--- config.mk ---
export PLATFORM = sky130hd
export DESIGN_NAME = pipe_stage_skid_flat
export DESIGN_NICKNAME = d
export VERILOG_FILES = /design/src/rtl/pipe_stage_skid_if.sv /design/src/rtl/pipe_stage_skid.sv /design/src/flat_wrapper.sv
export SDC_FILE = /design/constraint.sdc
export NUM_CORES = 1
export LEC_CHECK = 0
export CAP_MARGIN = 20
export CORE_MARGIN = 5
export CORE_UTILIZATION = 50
export DETAILED_ROUTE_END_ITERATION = 10
export PLACE_DENSITY = 0.78
export SYNTH_ARGS = -nofsm -noshare
export SYNTH_HDL_FRONTEND = slang
export SYNTH_SLANG_ARGS = --single-unit
export TNS_END_PERCENT = 1
--- constraint.sdc ---
create_clock -name clk -period 2.6 [get_ports clk]
set_clock_uncertainty 0.05 [all_clocks]
set_input_delay 0.52 -clock clk [delete_from_list [all_inputs] [get_ports clk]]
set_output_delay 0.52 -clock clk [all_outputs]
set_load 0.05 [all_outputs]
--- src/rtl/pipe_stage_skid_if.sv ---
// Valid/ready handshake bundle for one pipeline stage: upstream (in_*) and downstream (out_*) sides.
// The stage itself uses the slave modport and the traffic source/sink uses master.
interface pipe_stage_skid_if #(
    parameter int DATA_W = 32
);
    logic              in_valid;
    logic              in_ready;
    logic [DATA_W-1:0] in_data;
    logic              out_valid;
    logic              out_ready;
    logic [DATA_W-1:0] out_data;

    modport master (
        output in_valid, in_data, out_ready,
        input  in_ready, out_valid, out_data
    );

    modport slave (
        input  in_valid, in_data, out_ready,
        output in_ready, out_valid, out_data
    );
endinterface

--- src/rtl/pipe_stage_skid.sv ---
// Two-entry skid pipeline stage with halt, flush and a saturating backpressure counter.
// in_ready is driven only from registered state, which breaks the ready path between stages.
module pipe_stage_skid #(
    parameter int DATA_W = 32,
    parameter int CNT_W  = 16
) (
    input  logic             clk,
    input  logic             rst,
    input  logic             halt_sys,
    input  logic             flush,
    pipe_stage_skid_if.slave bus,
    output logic [1:0]       occupancy,
    output logic [CNT_W-1:0] stall_cnt
);
    typedef enum logic [1:0] {
        EMPTY = 2'd0,
        BUSY  = 2'd1,
        FULL  = 2'd2
    } state_t;

    localparam logic [CNT_W-1:0] CNT_MAX = '1;

    state_t            state_reg, state_next;
    logic [DATA_W-1:0] main_reg, main_next;
    logic [DATA_W-1:0] skid_reg, skid_next;
    logic [CNT_W-1:0]  cnt_reg, cnt_next;

    logic in_ready_int;
    logic out_valid_int;
    logic in_xfer;
    logic out_xfer;

    // Gating with rst keeps in_ready low for the whole time reset is held.
    assign in_ready_int  = rst && (state_reg != FULL) && !halt_sys;
    assign out_valid_int = (state_reg != EMPTY) && !halt_sys;
    assign in_xfer       = bus.in_valid && in_ready_int;
    assign out_xfer      = out_valid_int && bus.out_ready;

    assign bus.in_ready  = in_ready_int;
    assign bus.out_valid = out_valid_int;
    assign bus.out_data  = main_reg;
    assign occupancy     = state_reg;
    assign stall_cnt     = cnt_reg;

    always_ff @(posedge clk or negedge rst) begin
        if (!rst) begin
            state_reg <= EMPTY;
            main_reg  <= '0;
            skid_reg  <= '0;
            cnt_reg   <= '0;
        end else begin
            state_reg <= state_next;
            main_reg  <= main_next;
            skid_reg  <= skid_next;
            cnt_reg   <= cnt_next;
        end
    end

    always_comb begin
        state_next = state_reg;
        main_next  = main_reg;
        skid_next  = skid_reg;
        cnt_next   = cnt_reg;

        // out_valid is already low under halt, so the counter freezes with the stage.
        if (out_valid_int && !bus.out_ready && (cnt_reg != CNT_MAX)) begin
            cnt_next = cnt_reg + 1'b1;
        end

        if (flush) begin
            state_next = EMPTY;
        end else if (!halt_sys) begin
            case (state_reg)
                EMPTY: begin
                    if (in_xfer) begin
                        state_next = BUSY;
                        main_next  = bus.in_data;
                    end
                end
                BUSY: begin
                    case ({in_xfer, out_xfer})
                        2'b10: begin
                            state_next = FULL;
                            skid_next  = bus.in_data;
                        end
                        2'b01: state_next = EMPTY;
                        2'b11: main_next  = bus.in_data;
                        default: ;
                    endcase
                end
                FULL: begin
                    if (out_xfer) begin
                        state_next = BUSY;
                        main_next  = skid_reg;
                    end
                end
                default: state_next = EMPTY;
            endcase
        end
    end
endmodule

--- src/flat_wrapper.sv ---
// flat-port wrapper written by rule: the top's interface ports become plain ports
module pipe_stage_skid_flat 
#(
    parameter int DATA_W = 32,
    parameter int CNT_W  = 16
)
  (clk, rst, halt_sys, flush, occupancy, stall_cnt, bus_in_valid, bus_in_data, bus_out_ready, bus_in_ready, bus_out_valid, bus_out_data);
  pipe_stage_skid_if #(.DATA_W(DATA_W)) bus_i ();
  input  logic clk;
  input  logic rst;
  input  logic halt_sys;
  input  logic flush;
  output logic [1:0] occupancy;
  output logic [CNT_W-1:0] stall_cnt;
  input wire logic [$bits(bus_i.in_valid)-1:0] bus_in_valid;
  input wire logic [$bits(bus_i.in_data)-1:0] bus_in_data;
  input wire logic [$bits(bus_i.out_ready)-1:0] bus_out_ready;
  output wire logic [$bits(bus_i.in_ready)-1:0] bus_in_ready;
  output wire logic [$bits(bus_i.out_valid)-1:0] bus_out_valid;
  output wire logic [$bits(bus_i.out_data)-1:0] bus_out_data;
  assign bus_i.in_valid = bus_in_valid;
  assign bus_i.in_data = bus_in_data;
  assign bus_i.out_ready = bus_out_ready;
  assign bus_in_ready = bus_i.in_ready;
  assign bus_out_valid = bus_i.out_valid;
  assign bus_out_data = bus_i.out_data;
  pipe_stage_skid #(.DATA_W(DATA_W), .CNT_W(CNT_W)) u_core (.clk(clk), .rst(rst), .halt_sys(halt_sys), .flush(flush), .bus(bus_i), .occupancy(occupancy), .stall_cnt(stall_cnt));
endmodule
==> results by group, run 1 <==
Run status
  • Outcome: completed

Timing
  • F_max: 0.4262 GHz
  • Final setup TNS: 0 ns
  • RSZ-0062 raised after global routing: false
  • Final Hold Fails: 0
  • Least-Margin Pin Slew: 0.5621 ns
  • Period minus WS final: 2.346 ns
  • Fin. max-slew vios: 0
  • Hold WS: 0.1007 ns
  • Period Utilization, post-route: 90.25%
  • Final setup violation count: 0
  • Slew Limit Headroom: 62.53%

Detailed routing
  • Post-DR vias/cell: 5.197
  • First-iteration detailed-routing DRC count: 101
  • Residual DRC count: 0
  • Post-route ant nets: 0
  • Number of iterations in the first detailed-routing pass: 4
  • Final WL: 7.785 mm
  • DR WL/cell: 15.21 um
  • Via count: 2661

Logic synthesis
  • Post-synth top flop: dfrtp_1
  • Post-synthesis cell type count: 41
  • Synth Area per Inst: 11.88 um^2
  • Gate Count Post-Synth: 316
  • Synthesized area: 3754 um^2
  • Yosys top cell area share: 54.67%
  • EDFF count, synth: 0
  • Synth Register Bits: 82
  • Ys async rst share: 100.0%
  • Cell taking the most area after synthesis: dfrtp_1
  • Leading post-synthesis cells by cell area: dfrtp_1 (55%), mux2_2 (9.9%), mux2i_1 (8.5%)
  • Most frequent cell after synthesis: dfrtp_1
  • Most frequent cells after synthesis: dfrtp_1 (82), a21oi_1 (38), nor2_1 (34)
  • Syn nets: 358
  • Seq/Total Area, Yosys: 54.67%
  • Synth warn: 0

Clock tree
  • Clock Pin Slew Worst Setup and Hold Paths: 0.08 ns
  • Post-CTS sizing: 0
  • Hold-fix buffers, CTS: 0
  • Clock sinks: 82
  • CTS tree: yes
  • CTS Buf Count: 9
  • Clk buf depth: 2
  • Clock root buffer master: clkbuf_8
  • Clk_lat worst skew: 0.34 ns
  • Post-CTS Setup Bufs: 0
  • # H-tree levels: 3

Placement
  • Placed Instances: 495
  • IO Port Bufs: 89
  • Final Wtd Congestion: 0.7760
  • Final HPWL DP: 5.396 mm

Cells and area
  • Finished Layout Cells: 512
  • Final #Nets: 450
  • Final Util: 69.01%
  • Diodes inserted: 0
  • Area Overhead vs Synth: 34.07%
  • Share of layout cells above drive strength 1: 16.46%

Power and ir drop
  • P per Cell Area: 749.6 nW/um^2
  • VDD IR max: 363.0 uV
  • Design Power: 3.772 mW
  • Leak: 2.405 nW

Min path
  • Hold Path Class: primary input to async pin

Critical path
  • Critical Path Start Type: flop
  • Crit-path max cell delay: 0.88 ns
  • Sequence of cells on the critical path: clkdlybuf4s50_1
  • Critical path buffer and inverter count: 1
  • Worst Path Required: 2.03 ns
  • CP top delay family: buffers and inverters
  • CP Class: flop to output pin
  • CP endpoint kind: output pin
  • CP max FO: 12
  • Critical Path AT: 1.78 ns
  • Slowest CP cell: clkdlybuf4s50_1

Floorplanning
  • Starting Density: 51.48%
  • # IOs: 90
  • Row Count: 31
  • Core Region: 7292 um^2
  • Die Ht: 96.65 um
  • Die W: 96.65 um
  • DIE AREA: 9340 um^2

Job
  • Max Cap Viol: 0

GRT
  • Vias in the first global route: 2717
  • Pin count of the biggest net entering global routing: 84
  • GRT Overall Usage: 17.15%
  • First-pass GRT wire length: 13.45 mm
  • Antenna violations before repair: 0
  • Grt total ovfl: 0
[stage by stage]
step	area [um^2]	worst slack, ns
floorplan	3755	0.009540
global placement	4763	0.1355
detailed placement	4763	0.03692
CTS	5005	0.2296
global route	5032	0.1726
finish	5032	0.2536
[layout make-up]
cell class,count,area (um^2)
timing repair buffer,97,1013
inverter,4,15.01
clock buffer,10,127.6
sequential,82,2052
fill,567,2260
tap,99,123.9
multi-input combinational,214,1587
clock inverter,6,113.9
[power breakdown]
part           leakage (nW)  switching [mW]  internal (mW)  total [mW]
Combinational          1.25           0.709          0.407        1.12
Clock                 0.113           0.454          0.642        1.10
Sequential             1.04           0.112           1.45        1.56
[layout by cell type, fill, tap and decap left out, drive strengths merged, types with 2 or more instances in the layout]
| master | netlist | routed |
|---|---|---|
| a21oi | 38 | 38 |
| a31oi | 2 | 2 |
| and2 | 3 | 3 |
| and3 | 4 | 4 |
| and4 | 2 | 2 |
| buf | 16 | 11 |
| bufinv | 0 | 3 |
| clkbuf | 0 | 10 |
| clkdlybuf4s50 | 0 | 86 |
| clkinvlp | 0 | 2 |
| dfrtp | 82 | 82 |
| ha | 4 | 4 |
| inv | 4 | 5 |
| mux2 | 35 | 35 |
| mux2i | 32 | 32 |
| nand2 | 13 | 13 |
| nand3 | 8 | 8 |
| nand3b | 3 | 3 |
| nand4 | 7 | 7 |
| nor2 | 34 | 34 |
| nor3 | 2 | 2 |
| o21ai | 3 | 3 |
| xnor2 | 10 | 10 |
[worst paths after layout]
kind / from / endpoint / slack [ns] / cells past startpoint
hold / removal: rst / u_core.occupancy[0] / 0.10 / 2
setup / recovery: u_core.occupancy[1] / occupancy[1] / 0.25 / 1
setup reg to reg: u_core.occupancy[0] / u_core.bus.out_data[3] / 0.44 / 10
hold reg to reg: u_core.skid_reg[8] / u_core.skid_reg[8] / 0.46 / 1
max in group asynchronous: rst / u_core.skid_reg[17] / 1.81 / 3
min in group clk: u_core.skid_reg[8] / u_core.skid_reg[8] / 0.46 / 1
[logic make-up (layout without fill, tap and decap cells)]
logic type      after synthesis  count (layout)  share of synthesized area (%)
simple gates                 85              85                          12.00
compound gates               48              48                          7.367
mux                          67              67                          19.13
buf+inv                      20             117                          3.166
flops                        82              82                          54.67
fa+ha+maj                     4               4                          1.333
xor+xnor                     10              10                          2.333
[per-layer routing]
layer  track usage (%)  part of all wire (%)
met5                 0                     0
met4             5.508                  0.57
met3             4.245                   5.1
met2             25.48                    45
met1             24.71                    49
No activity file was read; power rests on OpenSTA's default activity.
==> inputs of run 2 (changes only) <==
Settings changed: CTS_BUF_LIST set to sky130_fd_sc_hd__clkbuf_16.
==> results by group, run 2 (synthesis gave the netlist of run 1 again) <==
Run status
  • Outcome: completed (unchanged)

Cells and area
  • Final #Nets: 450 (unchanged)
  • Diodes inserted: 0 (unchanged)
  • Share of layout cells above drive strength 1: 16.46% (unchanged)
  • Post-Layout Inst Area: 5134 um^2 (was 5032 um^2)
  • Most frequent cells in the layout: clkdlybuf4s50_1 (86), dfrtp_1 (82), a21oi_1 (38) (unchanged)
  • Area Overhead vs Synth: 36.77% (was 34.07%)
  • Commonest non-fill, non-tap cell in the layout: clkdlybuf4s50_1 (unchanged)

Power and ir drop
  • P per Cell Area: 802.0 nW/um^2 (was 749.6 nW/um^2)
  • Sequential share of power: 38.0% (was 41.4%)
  • VDD IR max: 404.2 uV (was 363.0 uV)
  • Design Power: 4.117 mW (was 3.772 mW)
  • NetSw: 1.321 mW (was 1.275 mW)
  • Comb power frac: 27.1% (was 29.6%)
  • Int Power: 2.796 mW (was 2.498 mW)
  • Switching Share: 32.08% (was 33.80%)
  • Clk pwr share: 34.9% (was 29.1%)
  • Leak: 2.456 nW (was 2.405 nW)

GRT
  • Antenna violations before repair: 0 (unchanged)
  • Met1 GRT Util: 25.18% (was 24.71%)
  • Met2 GRT Util: 25.85% (was 25.48%)
  • GRT Overall Usage: 17.41% (was 17.15%)
  • GRT Max-Usage Layer: met2 (unchanged)
  • Grt total ovfl: 0 (unchanged)
  • Pin count of the biggest net entering global routing: 84 (unchanged)
  • First-pass GRT wire length: 13.61 mm (was 13.45 mm)
  • Met3 Resource Use GR: 4.245% (unchanged)
  • Vias in the first global route: 2720 (was 2717)

Floorplanning
  • DIE AREA: 9340 um^2 (unchanged)
  • Row Count: 31 (unchanged)
  • Die Ht: 96.65 um (unchanged)
  • Die W: 96.65 um (unchanged)
  • Starting Density: 51.48% (unchanged)
  • # IOs: 90 (unchanged)
  • Core Region: 7292 um^2 (unchanged)

Timing
  • Least-Margin Pin Slew: 0.5654 ns (was 0.5621 ns)
  • RSZ-0062 raised after global routing: false (unchanged)
  • Period Utilization, post-route: 89.55% (was 90.25%)
  • Slew Limit Headroom: 62.31% (was 62.53%)
  • Period minus WS final: 2.328 ns (was 2.346 ns)
  • Fin. max-slew vios: 0 (unchanged)
  • F_max: 0.4295 GHz (was 0.4262 GHz)
  • Final setup margin: 0.2718 ns (was 0.2536 ns)
  • Final Hold Fails: 0 (unchanged)
  • Final setup violation count: 0 (unchanged)
  • Hold WS: 0.1258 ns (was 0.1007 ns)
  • Final setup TNS: 0 ns (unchanged)

Clock tree
  • Clock sinks: 82 (unchanged)
  • Clock root buffer master: clkbuf_16 (was clkbuf_8)
  • Clk buf depth: 2 (unchanged)
  • Post-CTS Setup Bufs: 0 (unchanged)
  • CTS Buf Count: 9 (unchanged)
  • Post-CTS sizing: 0 (unchanged)
  • CTS tree: yes (unchanged)
  • # H-tree levels: 3 (unchanged)
  • Hold-fix buffers, CTS: 0 (unchanged)
  • Clock Pin Slew Worst Setup and Hold Paths: 0.06 ns (was 0.08 ns)
  • Clk_lat worst skew: 0.33 ns (was 0.34 ns)

Critical path
  • Critical path buffer and inverter count: 1 (unchanged)
  • Critical Path AT: 1.76 ns (was 1.78 ns)
  • Slowest CP cell: clkdlybuf4s50_1 (unchanged)
  • CP Class: flop to output pin (unchanged)
  • R2R Setup Slk: 0.44 ns (about the same)
  • Worst Path Required: 2.03 ns (about the same)
  • Critical Path Start Type: flop (unchanged)
  • RR Startpoint: u_core.occupancy[0] (unchanged)
  • R2R cell count: 10 (unchanged)
  • CP endpoint kind: output pin (unchanged)
  • Sequence of cells on the critical path: clkdlybuf4s50_1 (unchanged)
  • Crit-path max cell delay: 0.88 ns (about the same)
  • Crit Reg-Reg Endpoint: u_core.bus.out_data[23] (was u_core.bus.out_data[3])
  • CP max FO: 12 (unchanged)
  • CP top delay family: buffers and inverters (unchanged)

Detailed routing
  • Via count: 2671 (was 2661)
  • First-iteration detailed-routing DRC count: 113 (was 101)
  • Post-route ant nets: 0 (unchanged)
  • Number of iterations in the first detailed-routing pass: 4 (unchanged)
  • Post-DR vias/cell: 5.217 (was 5.197)
  • Residual DRC count: 0 (unchanged)
  • Final WL: 7.924 mm (was 7.785 mm)
  • DR WL/cell: 15.48 um (was 15.21 um)

Placement
  • IO Port Bufs: 89 (unchanged)
  • Dpl ws: 0.03692 ns (unchanged)
  • Final Wtd Congestion: 0.7760 (unchanged)
  • Area after DPL: 4763 um^2 (unchanged)
  • Final HPWL DP: 5.396 mm (unchanged)

Job
  • Max Cap Viol: 0 (unchanged)

Min path
  • Hold Path Class: primary input to async pin (unchanged)
-- run 2: changes by cell type in the layout (fill, tap and decap cells not counted), sizes merged --
| cell | change |
|---|---|
| inv | +1 |
| clkbuf | -1 |
-- run 2: stage by stage --
step                std cells  util (%)
floorplan                 316         -
CTS                       511     70.02
finish                    512     70.40
detailed placement        495     65.32
global placement          495     65.32
global route              512     70.40
-- run 2: power by group through the flow --
stage          Sequential (mW)  Combinational [mW]  Clock (mW)
6_report                  1.56                1.12        1.44
5_1_grt                   1.59                1.18        1.51
4_1_cts                   1.57                1.13        1.45
3_5_place_dp              1.59                1.12           0
3_3_place_gp              1.58                1.10           0
2_1_floorplan             2.05               0.208           0
-- run 2: layout make-up --
cell class	instances	area, um^2
fill	551	2158
sequential	82	2052
multi-input combinational	214	1587
timing repair buffer	97	1013
clock buffer	9	225.2
tap	99	123.9
clock inverter	7	117.6
inverter	4	15.01
-- run 2: how the worst max path moves through the flow --
| stage | slack (ns) | from | endpoint | cells after the start |
|---|---|---|---|---|
| detailed placement | 0.04 | halt_sys | u_core.bus.out_data[3] | 11 |
| global placement | 0.14 | halt_sys | u_core.skid_reg[25] | 9 |
| finish | 0.27 | u_core.occupancy[1] | occupancy[1] | 1 |
| global route | 0.20 | u_core.occupancy[1] | occupancy[1] | 1 |
| CTS | 0.26 | u_core.occupancy[1] | occupancy[1] | 1 |
| floorplan | 0.01 | u_core.occupancy[0] | u_core.bus.out_data[10] | 12 |
-- run 2: metal layers --
layer / share of wire [%] / wire (um) / up-vias
met2: 45 / 3576 / 76
met4: 0.83 / 66 / 0
met5: 0 / 0 / -
met1: 49 / 3893 / 1280
met3: 4.9 / 388 / 7
li1: - / - / 1308
